`src/rtl/uart_pkg.sv`:
```
// Shared types for the UART transmit arbiter: FSM states, byte type and
// the link header length.
package uart_pkg;

    typedef logic [7:0] byte_t;

    // checksum, address and count precede the data bytes on the link
    localparam int HDR_BYTES = 3;

    typedef enum logic [2:0] {
        IDLE      = 3'd0,
        SUM       = 3'd1,
        SEND_CK   = 3'd2,
        SEND_ADDR = 3'd3,
        SEND_CNT  = 3'd4,
        SEND_DATA = 3'd5,
        SETTLE    = 3'd6,
        DONE      = 3'd7
    } state_t;

endpackage

```
`src/rtl/uart_tx_arbiter_rr.sv`:
```
// Combinational round-robin picker: first set request at or above ptr,
// wrapping at N, returned one-hot.
module rr_arbiter #(
    parameter int N  = 4,
    parameter int PW = 2
) (
    input  logic [N-1:0]  req,
    input  logic [PW-1:0] ptr,
    output logic [N-1:0]  gnt
);

    logic          found;
    logic [PW-1:0] idx;

    always_comb begin
        gnt   = '0;
        found = 1'b0;
        idx   = '0;
        for (int k = 0; k < N; k++) begin
            idx = PW'((int'(ptr) + k) % N);
            if (!found && req[idx]) begin
                gnt[idx] = 1'b1;
                found    = 1'b1;
            end
        end
    end

endmodule

```
`src/rtl/uart_tx_arbiter.sv`:
```
// Shares one byte transmitter between N requesters; frames each packet as
// checksum | address | count | data and serves requesters round-robin.
module uart_tx_arbiter
    import uart_pkg::*;
#(
    parameter int N    = 4,
    parameter int IDXW = 8
) (
    input  logic            clk,
    input  logic            RESET,
    input  logic [N-1:0]    req,
    input  logic [8*N-1:0]  req_addr,
    input  logic [8*N-1:0]  req_count,
    output logic [IDXW-1:0] rd_idx,
    input  logic [8*N-1:0]  rd_data,
    output logic [N-1:0]    gnt,
    output logic [N-1:0]    done,
    output logic [7:0]      tx_data,
    output logic            tx_start,
    input  logic            tx_busy,
    output logic [2:0]      dbg_state
);

    localparam int PW = (N > 1) ? $clog2(N) : 1;

    state_t          state_q, state_d;
    state_t          ret_q, ret_d;
    logic [N-1:0]    gnt_q, gnt_d;
    logic [N-1:0]    done_q, done_d;
    logic            tx_start_q, tx_start_d;
    byte_t           tx_data_q, tx_data_d;
    logic [IDXW-1:0] rd_idx_q, rd_idx_d;
    logic [PW-1:0]   rr_q, rr_d;
    logic [PW-1:0]   gidx_q, gidx_d;
    byte_t           sum_q, sum_d;
    byte_t           addr_q, addr_d;
    byte_t           cnt_q, cnt_d;
    logic            phase_q, phase_d;
    logic            last_q, last_d;

    logic [N-1:0]    arb_gnt;
    logic [PW-1:0]   arb_idx;
    byte_t           sel_addr, sel_cnt, rd_sel;
    logic            at_last;

    rr_arbiter #(.N(N), .PW(PW)) u_rr (
        .req (req),
        .ptr (rr_q),
        .gnt (arb_gnt)
    );

    always_comb begin
        arb_idx  = '0;
        sel_addr = '0;
        sel_cnt  = '0;
        rd_sel   = '0;
        for (int i = 0; i < N; i++) begin
            if (arb_gnt[i]) arb_idx = PW'(i);
        end
        for (int i = 0; i < N; i++) begin
            if (arb_idx == PW'(i)) begin
                sel_addr = req_addr[8*i +: 8];
                sel_cnt  = req_count[8*i +: 8];
            end
            if (gidx_q == PW'(i)) rd_sel = rd_data[8*i +: 8];
        end
    end

    assign at_last = (rd_idx_q == IDXW'(cnt_q));

    always_ff @(posedge clk) begin
        if (RESET) begin
            state_q    <= IDLE;
            ret_q      <= IDLE;
            gnt_q      <= '0;
            done_q     <= '0;
            tx_start_q <= 1'b0;
            tx_data_q  <= '0;
            rd_idx_q   <= '0;
            rr_q       <= '0;
            gidx_q     <= '0;
            sum_q      <= '0;
            addr_q     <= '0;
            cnt_q      <= '0;
            phase_q    <= 1'b0;
            last_q     <= 1'b0;
        end else begin
            state_q    <= state_d;
            ret_q      <= ret_d;
            gnt_q      <= gnt_d;
            done_q     <= done_d;
            tx_start_q <= tx_start_d;
            tx_data_q  <= tx_data_d;
            rd_idx_q   <= rd_idx_d;
            rr_q       <= rr_d;
            gidx_q     <= gidx_d;
            sum_q      <= sum_d;
            addr_q     <= addr_d;
            cnt_q      <= cnt_d;
            phase_q    <= phase_d;
            last_q     <= last_d;
        end
    end

    // Transmitter handshake: tx_start is a one-cycle strobe with tx_data valid
    // in the same cycle; tx_busy is ignored during the SETTLE cycle that
    // follows and must read low before the next strobe is issued.
    always_comb begin
        state_d    = state_q;
        ret_d      = ret_q;
        gnt_d      = gnt_q;
        done_d     = '0;
        tx_start_d = 1'b0;
        tx_data_d  = tx_data_q;
        rd_idx_d   = rd_idx_q;
        rr_d       = rr_q;
        gidx_d     = gidx_q;
        sum_d      = sum_q;
        addr_d     = addr_q;
        cnt_d      = cnt_q;
        phase_d    = phase_q;
        last_d     = last_q;

        unique case (state_q)
            IDLE: begin
                if (|req) begin
                    gnt_d    = arb_gnt;
                    gidx_d   = arb_idx;
                    addr_d   = sel_addr;
                    cnt_d    = sel_cnt;
                    sum_d    = sel_addr + sel_cnt;
                    rd_idx_d = '0;
                    rr_d     = (arb_idx == PW'(N - 1)) ? '0 : arb_idx + PW'(1);
                    phase_d  = 1'b0;
                    last_d   = 1'b0;
                    state_d  = SUM;
                end
            end

            // phase_q marks that rd_data holds the byte addressed last cycle
            SUM: begin
                if (phase_q) sum_d = sum_q + rd_sel;
                phase_d = 1'b1;
                if (!last_q) begin
                    if (at_last) last_d = 1'b1;
                    else         rd_idx_d = rd_idx_q + IDXW'(1);
                end else begin
                    rd_idx_d = '0;
                    last_d   = 1'b0;
                    phase_d  = 1'b0;
                    state_d  = SEND_CK;
                end
            end

            SEND_CK: begin
                tx_start_d = 1'b1;
                tx_data_d  = 8'd0 - sum_q;
                ret_d      = SEND_ADDR;
                state_d    = SETTLE;
            end

            SEND_ADDR: begin
                if (!tx_busy) begin
                    tx_start_d = 1'b1;
                    tx_data_d  = addr_q;
                    ret_d      = SEND_CNT;
                    state_d    = SETTLE;
                end
            end

            SEND_CNT: begin
                if (!tx_busy) begin
                    tx_start_d = 1'b1;
                    tx_data_d  = cnt_q;
                    phase_d    = 1'b0;
                    ret_d      = SEND_DATA;
                    state_d    = SETTLE;
                end
            end

            // last_q: final byte already started, only the drain remains
            SEND_DATA: begin
                if (last_q) begin
                    if (!tx_busy) begin
                        done_d  = gnt_q;
                        state_d = DONE;
                    end
                end else if (!phase_q) begin
                    if (!tx_busy) phase_d = 1'b1;
                end else begin
                    tx_start_d = 1'b1;
                    tx_data_d  = rd_sel;
                    phase_d    = 1'b0;
                    if (at_last) last_d = 1'b1;
                    else         rd_idx_d = rd_idx_q + IDXW'(1);
                    ret_d      = SEND_DATA;
                    state_d    = SETTLE;
                end
            end

            SETTLE: begin
                state_d = ret_q;
            end

            DONE: begin
                gnt_d    = '0;
                last_d   = 1'b0;
                rd_idx_d = '0;
                state_d  = IDLE;
            end

            default: state_d = IDLE;
        endcase
    end

    assign gnt       = gnt_q;
    assign done      = done_q;
    assign tx_start  = tx_start_q;
    assign tx_data   = tx_data_q;
    assign rd_idx    = rd_idx_q;
    assign dbg_state = state_q;

endmodule

```
`config.mk`:
```
export PLATFORM = sky130hd
export DESIGN_NAME = uart_tx_arbiter
export DESIGN_NICKNAME = d
export VERILOG_FILES = /design/src/rtl/uart_pkg.sv /design/src/rtl/uart_tx_arbiter_rr.sv /design/src/rtl/uart_tx_arbiter.sv
export SDC_FILE = /design/constraint.sdc
export NUM_CORES = 1
export LEC_CHECK = 0
export BUFFER_PORTS_ARGS = -buffer_cell sky130_fd_sc_hd__buf_2
export CAP_MARGIN = 20
export CORE_MARGIN = 2
export CORE_UTILIZATION = 53
export DETAILED_ROUTE_END_ITERATION = 10
export MAX_ROUTING_LAYER = met4
export PLACE_DENSITY = 0.81
export SYNTH_ARGS = -nofsm -noshare
export SYNTH_HDL_FRONTEND = slang
export SYNTH_HIERARCHICAL = 1
export SYNTH_SLANG_ARGS = --single-unit
export TNS_END_PERCENT = 30
```
`constraint.sdc`:
```
create_clock -name clk -period 6.4 [get_ports clk]
set_clock_uncertainty 0.15 [all_clocks]
set_input_delay 1.28 -clock clk [delete_from_list [all_inputs] [get_ports clk]]
set_output_delay 1.28 -clock clk [all_outputs]
set_load 0.01 [all_outputs]
```
* Word level (Yosys, flattened, before mapping)
Index checks and enable logic that the tools add are counted.
Word-level totals: register bits 61, input port bits 103, output and inout port bits 28, word-level logic and storage cells 170
Cells by class: add/sub/neg operators 8, order comparisons 8, equality and inequality tests 24, muxes and demuxes 82, bitwise gates (word level) 5, reductions and logical operators 29
Operator list (count):
- 8-bit 2-to-1 mux | 23
- 8-bit one-hot mux with 4 select lines | 2
- 3-bit 2-to-1 mux | 10
- 1-bit 2-to-1 mux | 24
- 3-bit one-hot mux with 7 select lines | 1
- 4-bit 2-to-1 mux | 5
- 8-bit adder | 2
- 2-bit != test, second input constant | 8
- 8-bit one-hot mux with 2 select lines | 1
- 3-bit equality test, second input constant | 4
- 2-bit by 3-bit < comparator with 1-bit output, second input constant | 4
- 4-bit bitwise OR | 3
- 3-bit one-hot mux with 4 select lines | 1
- 4-bit nonzero test | 3
- 5-bit AND reduction | 2
- 8-bit by 1-bit adder with 8-bit output, second input constant | 1
- 1-bit binary-select mux with 2-bit select | 4
- 1-bit demux with 2-bit select | 4
- 2-bit equality test, second input constant | 4
- 8-bit equality test | 1
- 2-bit by 1-bit greater-or-equal comparator with 1-bit output, second input constant | 4
- 1-bit one-hot mux with 4 select lines | 2
- 4-bit one-hot mux with 2 select lines | 1
- 4-bit AND reduction | 2
- other kinds (19) | 40

* Longest topological paths before layout
Gate-level depths: netlist of run 1.
depth in word-level cells 23, gate-level depth with buffers 22, mapped depth without buffers 20

* Hierarchy
Netlist of run 1, hierarchy kept.
Modules (own cells, without submodules):
- uart_tx_arbiter | instances 1, cells each 515, area each 4245.3 µm², sequential area each 1221.2 µm²
- rr_arbiter | instances 1, cells each 36, area each 337.8 µm², sequential area each 0.0 µm²

* Worst setup path after synthesis of run 1
Ideal clock, no wire load.
path kind input -> register, start in req[3], end reg sum_q[7], setup time 86 ps, data arrival time 5146 ps, data required time 6164 ps, path slack 1017 ps, stages on the path 21, buffers on the path 3, cell sequence mux4_2 -> buf_6 -> nor4b_4 -> nand2_1 -> o211ai_1 -> inv_1 -> a21oi_1 -> inv_1 -> ha_1 -> buf_6 -> nor2b_4 -> buf_2 -> a221oi_1 -> o31ai_1 -> ha_1 -> a21oi_1 -> o211ai_1 -> nor4_1 -> nor3_1 -> xnor2_1 -> a221oi_2
On the way: elaborated cells between the ends (all ways) 45, classes of those cells 1 x add/sub; 4 x eq/ne; 28 x mux; 3 x bitwise; 9 x reduce/logical
RTL lines:
- from (decl) | RTL line uart_tx_arbiter.sv:11 | input logic [N-1:0] req,
- 1-bit binary-select mux with 2-bit select | RTL line uart_tx_arbiter_rr.sv:21 | if (!found && req[idx]) begin
- 1-bit 2-to-1 mux (implied by the code) | RTL line uart_tx_arbiter_rr.sv:21
- 1-bit 2-to-1 mux | RTL line uart_tx_arbiter_rr.sv:21
- 1-bit zero test | RTL line uart_tx_arbiter_rr.sv:21
- 1-bit logical AND | RTL line uart_tx_arbiter_rr.sv:21
- 1-bit 2-to-1 mux | RTL line uart_tx_arbiter_rr.sv:21
- 1-bit zero test | RTL line uart_tx_arbiter_rr.sv:21
- 1-bit logical AND | RTL line uart_tx_arbiter_rr.sv:21
- [4 not listed]
- net arb_gnt[2] | RTL line uart_tx_arbiter.sv:41 | logic [N-1:0] arb_gnt;
- [2 not listed]
- net arb_idx[0] | RTL line uart_tx_arbiter.sv:42 | logic [PW-1:0] arb_idx;
- 2-bit zero test | RTL line uart_tx_arbiter.sv:61 | if (arb_idx == PW'(i)) begin
- 8-bit 2-to-1 mux (3 in series) | RTL line uart_tx_arbiter.sv:61
- 8-bit 2-to-1 mux * | RTL line uart_tx_arbiter.sv:61
- net sel_addr[1] | RTL line uart_tx_arbiter.sv:43 | byte_t sel_addr, sel_cnt, rd_sel;
- 8-bit adder * | RTL line uart_tx_arbiter.sv:131 | sum_d = sel_addr + sel_cnt;
- 8-bit 2-to-1 mux * | RTL line uart_tx_arbiter.sv:126 | if (|req) begin
- 8-bit one-hot mux with 2 select lines * | RTL line uart_tx_arbiter.sv:124 | unique case (state_q)
- to (signal assigned) | RTL line uart_tx_arbiter.sv:97 | sum_q <= sum_d;
- to (decl) | RTL line uart_tx_arbiter.sv:35 | byte_t sum_q, sum_d;
Mark *: on every way through the listed nets, which the timed path passes. The rest lies on a longest branch. The select of a mux whose other input is x is not followed. A chain may end at the register's enable or synchronous reset.

* Worst setup path after layout of run 1
start in req[3], end reg sum_q[7]
On the way: elaborated cells between the ends (all ways) 45, classes of those cells 1 x add/sub; 4 x eq/ne; 28 x mux; 3 x bitwise; 9 x reduce/logical
RTL lines (RTL line):
- 1-bit binary-select mux with 2-bit select | uart_tx_arbiter_rr.sv:21
- 1-bit 2-to-1 mux (implied by the code) | uart_tx_arbiter_rr.sv:21
- 1-bit 2-to-1 mux | uart_tx_arbiter_rr.sv:21
- 1-bit zero test | uart_tx_arbiter_rr.sv:21
- 1-bit logical AND | uart_tx_arbiter_rr.sv:21
- 1-bit 2-to-1 mux | uart_tx_arbiter_rr.sv:21
- 1-bit zero test | uart_tx_arbiter_rr.sv:21
- 1-bit logical AND | uart_tx_arbiter_rr.sv:21
- [4 not listed]
- net arb_gnt[2] | uart_tx_arbiter.sv:41
- [2 not listed]
- net arb_idx[0] | uart_tx_arbiter.sv:42
- 2-bit zero test | uart_tx_arbiter.sv:61
- 8-bit 2-to-1 mux (3 in series) | uart_tx_arbiter.sv:61
- 8-bit 2-to-1 mux * | uart_tx_arbiter.sv:61
- net sel_cnt[1] | uart_tx_arbiter.sv:43
- 8-bit adder * | uart_tx_arbiter.sv:131
- 8-bit 2-to-1 mux * | uart_tx_arbiter.sv:126
- 8-bit one-hot mux with 2 select lines * | uart_tx_arbiter.sv:124
Marked as above.

==> results of run 1 <==
==> per-stage QoR <==
stage | instance area (sq um) | std cells | utilization (%) | setup slack [ns]
detailed placement | 5196 | 757 | 62.61 | 0.2264
CTS | 5411 | 773 | 65.20 | 0.5734
global route | 5411 | 773 | 65.20 | 0.07525
floorplan | 4583 | 551 | - | 1.017
finish | 5411 | 773 | 65.20 | 0.5201
global placement | 5196 | 757 | 62.61 | 0.4855
==> critical path, delay by kind of cell <==
family / cells / cell delay [ns]
compound gates: 7 / 1.66
simple gates: 5 / 1.22
fa+ha+maj: 2 / 0.78
mux: 1 / 0.60
buf+inv: 3 / 0.33
xor+xnor: 1 / 0.14
==> cells by family (layout without fill, tap and decap cells) <==
group | count (synthesis) | in the layout | share of synthesized area [%]
adder cells (fa/ha/maj) | 28 | 28 | 7.972
AND/OR/NAND/NOR | 208 | 208 | 22.30
multiplexers | 25 | 25 | 9.009
flip-flops | 61 | 61 | 26.64
buffers and inverters | 49 | 166 | 5.651
AO/OA/AOI/OAI | 147 | 147 | 22.11
XOR/XNOR | 33 | 33 | 6.306
==> cell usage after synthesis, drive strengths merged (13+ instances only) <==
library cell | count | share of area, %
xor2 | 22 | 4.2
buf | 22 | 3.4
nor3 | 13 | 1.4
o31ai | 13 | 2.1
o21ai | 15 | 1.7
nor2 | 45 | 3.7
nor2b | 20 | 2.9
nand3 | 13 | 1.4
a221oi | 15 | 3.0
ha | 26 | 7.1
inv | 16 | 1.3
nand2 | 80 | 6.6
dfxtp | 61 | 27
a21oi | 53 | 6.1
==> area by class of cell <==
cell class                 count  share of cell area (%)
inverter                      16                   1.110
sequential                    61                   22.57
timing repair buffer         134                   12.58
clock inverter                 6                   1.618
tap                          105                   2.428
clock buffer                  10                   2.358
multi-input combinational    441                   57.34
==> how the worst min path moves through the flow <==
stage	startpoint	to	slack [ns]	cells past startpoint
final	gnt[2]$_SDFFE_PP0P_	gnt[2]$_SDFFE_PP0P_	0.33	2
after CTS	gnt[2]$_SDFFE_PP0P_	gnt[2]$_SDFFE_PP0P_	0.33	2
after detailed placement	addr_q[7]$_SDFFE_PP0P_	addr_q[7]$_SDFFE_PP0P_	0.32	2
after floorplan	addr_q[3]$_SDFFE_PP0P_	addr_q[3]$_SDFFE_PP0P_	0.29	2
after global placement	addr_q[7]$_SDFFE_PP0P_	addr_q[7]$_SDFFE_PP0P_	0.31	2
after global routing	gnt[2]$_SDFFE_PP0P_	gnt[2]$_SDFFE_PP0P_	0.35	2
==> placed cells by master (no fill, tap or decap), drive strengths merged, types with 6 or more instances in the layout <==
cell type	netlist	layout
buf	22	134
nand2	80	80
dfxtp	61	61
a21oi	53	53
nor2	45	45
ha	26	26
xor2	22	22
nor2b	20	20
inv	16	16
a221oi	15	15
o21ai	15	15
o31ai	13	13
nand3	13	13
nor3	13	13
mux2i	12	12
mux4	12	12
xnor2	11	11
clkbuf	11	10
o211ai	9	9
a22oi	8	8
a21o	8	8
and2	7	7
nor4	7	7
a211oi	7	7
o22ai	6	6
nand4	6	6
==> layer usage <==
metal / part of all wire, % / routed length, um
met5: 0 / 0
met4: 3.0 / 392
met3: 6.8 / 883
met2: 48 / 6284
met1: 42 / 5488
==> sequential cells by signal (all words and copies together), names as in the netlist, 2 cells and up <==
name       cells
ret_q          3
gnt            4
cnt_q          8
dbg_state      3
tx_data        8
rd_idx         8
done           4
sum_q          8
gidx_q         2
rr_q           2
addr_q         8
==> metrics, run 1 <==
Synth Flop Type dfxtp_1; worst-margin pin slew 0.9365 ns; clk slew on worst S/H paths 0.07 ns; total congestion overflow 0; Detailed Route WL 13.05 mm; input/output buffers 130; nets@finish 794; Critical R2R Launch rr_q[0]$_SDFFE_PP0P_; Die Area 9407 sq um; Tcrit/Tclk final between 90% and 100%; kind of critical path in -> reg; die extent in y 96.99 um; TritonCTS clock tree done; DRC 0; routability cong. 0.9256; Total GRT Usage roughly 28%; CP max FO 18; I/O pin cnt 131; CP max stage delay 0.60 ns; Slew headroom 36.99%; Pre-antenna DRT Iters 5; Fillers 672; met1 Usage GRT 35.77%; H-tree depth reported by CTS 3; setup tns final 0 ns; required time worst endpoint 6.52 ns; Yosys warnings 6; storage element area 1221 sq um; number of synthesized flops with an enable pin 0; GR met3 Demand/Resource 3.829%; max-slew violations 0; crit path capture type flip-flop; largest net degree at the start of global routing 48; post-synthesis cell count about 550; fraction of registers with async set/reset 0%; Post-CTS Resized 0; CP Data Arrival Time 6.00 ns; CP Launch Point req[3]; post-synthesis sequential element count between 60 and 70; clock tree sinks 61; worst hold slack roughly 0.33 ns; FMAX 170.1 MHz; core area 8299 sq um; post-synthesis sequential area ratio between 20% and 30%; area occupied by multi-input gates 3103 sq um; max cap viols 0; r2r setup slk 0.72 ns; minimum clock period between 5 and 6 ns; first-pass GRT wire length approximately 21 mm; DRT antenna net count 0; share of layout cells above drive strength 1 27.10%; Avg Inst Size Synth 8.318 sq um; DIE WIDTH 96.99 um; CP max stage cell mux4_2; Antenna Cells 0; Mapped Area 4583 sq um; post-DR wirelength/cell ~17 um; GRT met2 Usage 45.67%; initial antenna violation count 0; number of global-route vias before repair 4415; RSZ-0062 raised after global routing no; R2R cell count 20; Hold Vio Cnt, Final 0; vias ~4600; HPWL Detailed 10.12 mm; status completed; Worst Hold Class reg -> reg; RR Endpoint sum_q[7]$_SDFFE_PP0P_; DR vias/cell approximately 6; clk_lat worst skew ~0.35 ns; Distinct cells, synth 56; postcts setup bufs 0; cts hold-fix bufs 0; Starting DRT DRC Count approximately 270; syn_nets 682; layer with the highest usage met2; synth-to-layout area growth 18.07%; worst setup path endpoint sum_q[7]$_SDFFE_PP0P_; critical-path cell list buf_2 > mux4_2 > nor4b_4 > nand2_1 > o211ai_1 > inv_1 > a21oi_1 > inv_1 > ha_1 > nor2b_4 > a221oi_1 > o31ai_1 > ha_1 > a21oi_1 > o211ai_1 > nor4_1 > nor3_1 > xnor2_1 > a221oi_2; std cell rows 33; Setup crit start kind primary input; Max Buffers Root-to-Sink 2; Initial Utilization a little under three fifths; clock root buffer clkbuf_8; CTS Buf Count 9; Final setup viols 0
Power of run 1 is not shown: default switching activity piles up to over one toggle a cycle in this logic, so the estimate is an artifact.
==> run 2: changes to the inputs <==
--- a/config.mk
+++ b/config.mk
@@ -7,6 +7,7 @@
 export LEC_CHECK = 0
 export BUFFER_PORTS_ARGS = -buffer_cell sky130_fd_sc_hd__buf_2
 export CAP_MARGIN = 20
+export CORE_ASPECT_RATIO = 0.75
 export CORE_MARGIN = 2
 export CORE_UTILIZATION = 53
 export DETAILED_ROUTE_END_ITERATION = 10
==> run 2 against run 1 <==
Effect of this change: final area up 2.8%; first-iteration DRC count rose by 37%; sequential share of layout area fell by 0.60 points; global-route usage is 0.30 points higher; flip-flop and latch count stayed put; worst setup slack worse by 0.091 ns; routed wire length shrank 2.5%.
==> metrics, run 2 (synthesis results as in run 1) <==
status completed (unchanged); crit path capture type flip-flop (unchanged); clock root buffer clkbuf_16 (was clkbuf_8); total congestion overflow 0 (unchanged); CP max stage cell mux4_2 (unchanged); max cap viols 0 (unchanged); number of global-route vias before repair 4565 (was 4415); Setup crit start kind primary input (unchanged); Worst Hold Class reg -> reg (unchanged); max-slew violations 0 (unchanged); DR vias/cell 6.000 (was 5.996); Initial Utilization 54.44% (was 55.22%); postcts setup bufs 0 (unchanged); H-tree depth reported by CTS 3 (unchanged); CP Launch Point req[3] (unchanged); routability cong. 0.9781 (was 0.9256); vias 4662 (was 4635); DRC 0 (unchanged); setup tns final 0 ns (unchanged); clk slew on worst S/H paths 0.05 ns (was 0.07 ns); input/output buffers 130 (unchanged); most frequent cells in the layout buf_2 (130), nand2_1 (80), dfxtp_1 (61) (unchanged); kind of critical path in -> reg (unchanged); nets@finish 795 (was 794); Hold Vio Cnt, Final 0 (unchanged); TritonCTS clock tree done (unchanged); cell family with most CP delay compound AO/OA/AOI/OAI gates (unchanged); Total GRT Usage 28.38% (was 28.08%); Die Area 9415 sq um (was 9407 sq um); Antenna Cells 0 (unchanged); DRT antenna net count 0 (unchanged); CP Data Arrival Time 6.07 ns (was 6.00 ns); minimum clock period 5.971 ns (was 5.880 ns); DIE WIDTH 111.4 um (was 96.99 um); Detailed Route WL 12.72 mm (was 13.05 mm); HPWL Detailed 9.567 mm (was 10.12 mm); Starting DRT DRC Count 375 (was 273); worst-margin pin slew 0.9457 ns (was 0.9365 ns); synth-to-layout area growth 21.32% (was 18.07%); Slew headroom 36.95% (was 36.99%); Tcrit/Tclk final 93.30% (was 91.87%); hold_sp addr_q[3]$_SDFFE_PP0P_ (was gnt[2]$_SDFFE_PP0P_); critical-path cell list buf_2 > mux4_2 > nor4b_4 > nand2_1 > o211ai_1 > inv_1 > a21oi_1 > inv_1 > ha_1 > nor2b_4 > a221oi_1 > o31ai_1 > ha_1 > a21oi_1 > o211ai_1 > nor4_1 > nor3_1 > xnor2_1 > a221oi_2 (unchanged); met1 Usage GRT 34.76% (was 35.77%); CP max stage delay 0.60 ns (about the same); share of layout cells above drive strength 1 27.50% (was 27.10%); first-pass GRT wire length 21.07 mm (was 21.28 mm); GR met3 Demand/Resource 5.632% (was 3.829%); crit path buf inv count 3 (unchanged); clock tree sinks 61 (unchanged); die extent in y 84.54 um (was 96.99 um); Pre-antenna DRT Iters 5 (unchanged); largest net degree at the start of global routing 48 (unchanged); clk_lat worst skew 0.33 ns (was 0.35 ns); core area 8418 sq um (was 8299 sq um); CP max FO 18 (unchanged); post-DR wirelength/cell 16.38 um (was 16.88 um); std cell rows 29 (was 33); Final setup viols 0 (unchanged); RSZ-0062 raised after global routing no (unchanged); Critical R2R Launch rr_q[0]$_SDFFE_PP0P_ (unchanged); initial antenna violation count 0 (unchanged); FMAX 167.5 MHz (was 170.1 MHz); I/O pin cnt 131 (unchanged); required time worst endpoint 6.49 ns (was 6.52 ns); leading cell type in the layout, fill and taps excluded buf_2 (unchanged); CTS Buf Count 9 (unchanged); layer with the highest usage met2 (unchanged); Max Buffers Root-to-Sink 2 (unchanged); GRT met2 Usage 47.89% (was 45.67%)
-- run 2: cell count changes in the layout (fill, tap and decap cells not counted), sizes merged --
cell / delta
inv: +1
bufinv: +1
buf: +1
clkbuf: -1
clkinvlp: -1
-- run 2: layer usage --
metal,vias to the layer above,part of all wire (%)
li1,2237,-
met1,2210,44
met2,185,48
met3,30,6.1
met4,0,1.9
met5,-,0
-- run 2: repair_timing --
action,in CTS,in global routing
gates resized for setup,0,1
hold buffers,0,0
setup endpoints to repair,0,1
-- run 2: metrics by stage --
step / instance area [sq um] / utilization (%) / setup WS (ns) / hold slack, ns / instances
floorplan: 4583 / - / 1.017 / 0.2866 / 551
global placement: 5207 / 61.86 / 0.4391 / 0.3001 / 761
detailed placement: 5207 / 61.86 / 0.09184 / 0.3023 / 761
CTS: 5555 / 65.99 / 0.4668 / 0.3097 / 777
global route: 5560 / 66.05 / 0.02340 / 0.3270 / 777
finish: 5560 / 66.05 / 0.4288 / 0.3112 / 777
-- run 2: worst paths after layout --
| path | endpoint | slack (ns) | depth (start not counted) |
|---|---|---|---|
| worst min register to register | addr_q[3]$_SDFFE_PP0P_ | 0.31 | 2 |
| worst max register to register | sum_q[7]$_SDFFE_PP0P_ | 0.70 | 20 |
| worst max-delay path | sum_q[7]$_SDFFE_PP0P_ | 0.43 | 19 |
| worst min-delay path | addr_q[3]$_SDFFE_PP0P_ | 0.31 | 2 |
-- run 2: worst min-delay path: stages, from the launching register on --
cell	delay [ns]
dfxtp_1	0.31
nand2_1	0.05
a21oi_1	0.05
-- run 2: area by class of cell --
type                       instances  area [sq um]
fill                             699          2858
inverter                          16         60.06
sequential                        61          1221
multi-input combinational        441          3108
timing repair buffer             135         688.2
clock buffer                       9         225.2
clock inverter                     7         122.6
tap                              108         135.1
Power of run 2 is left out for the same reason.
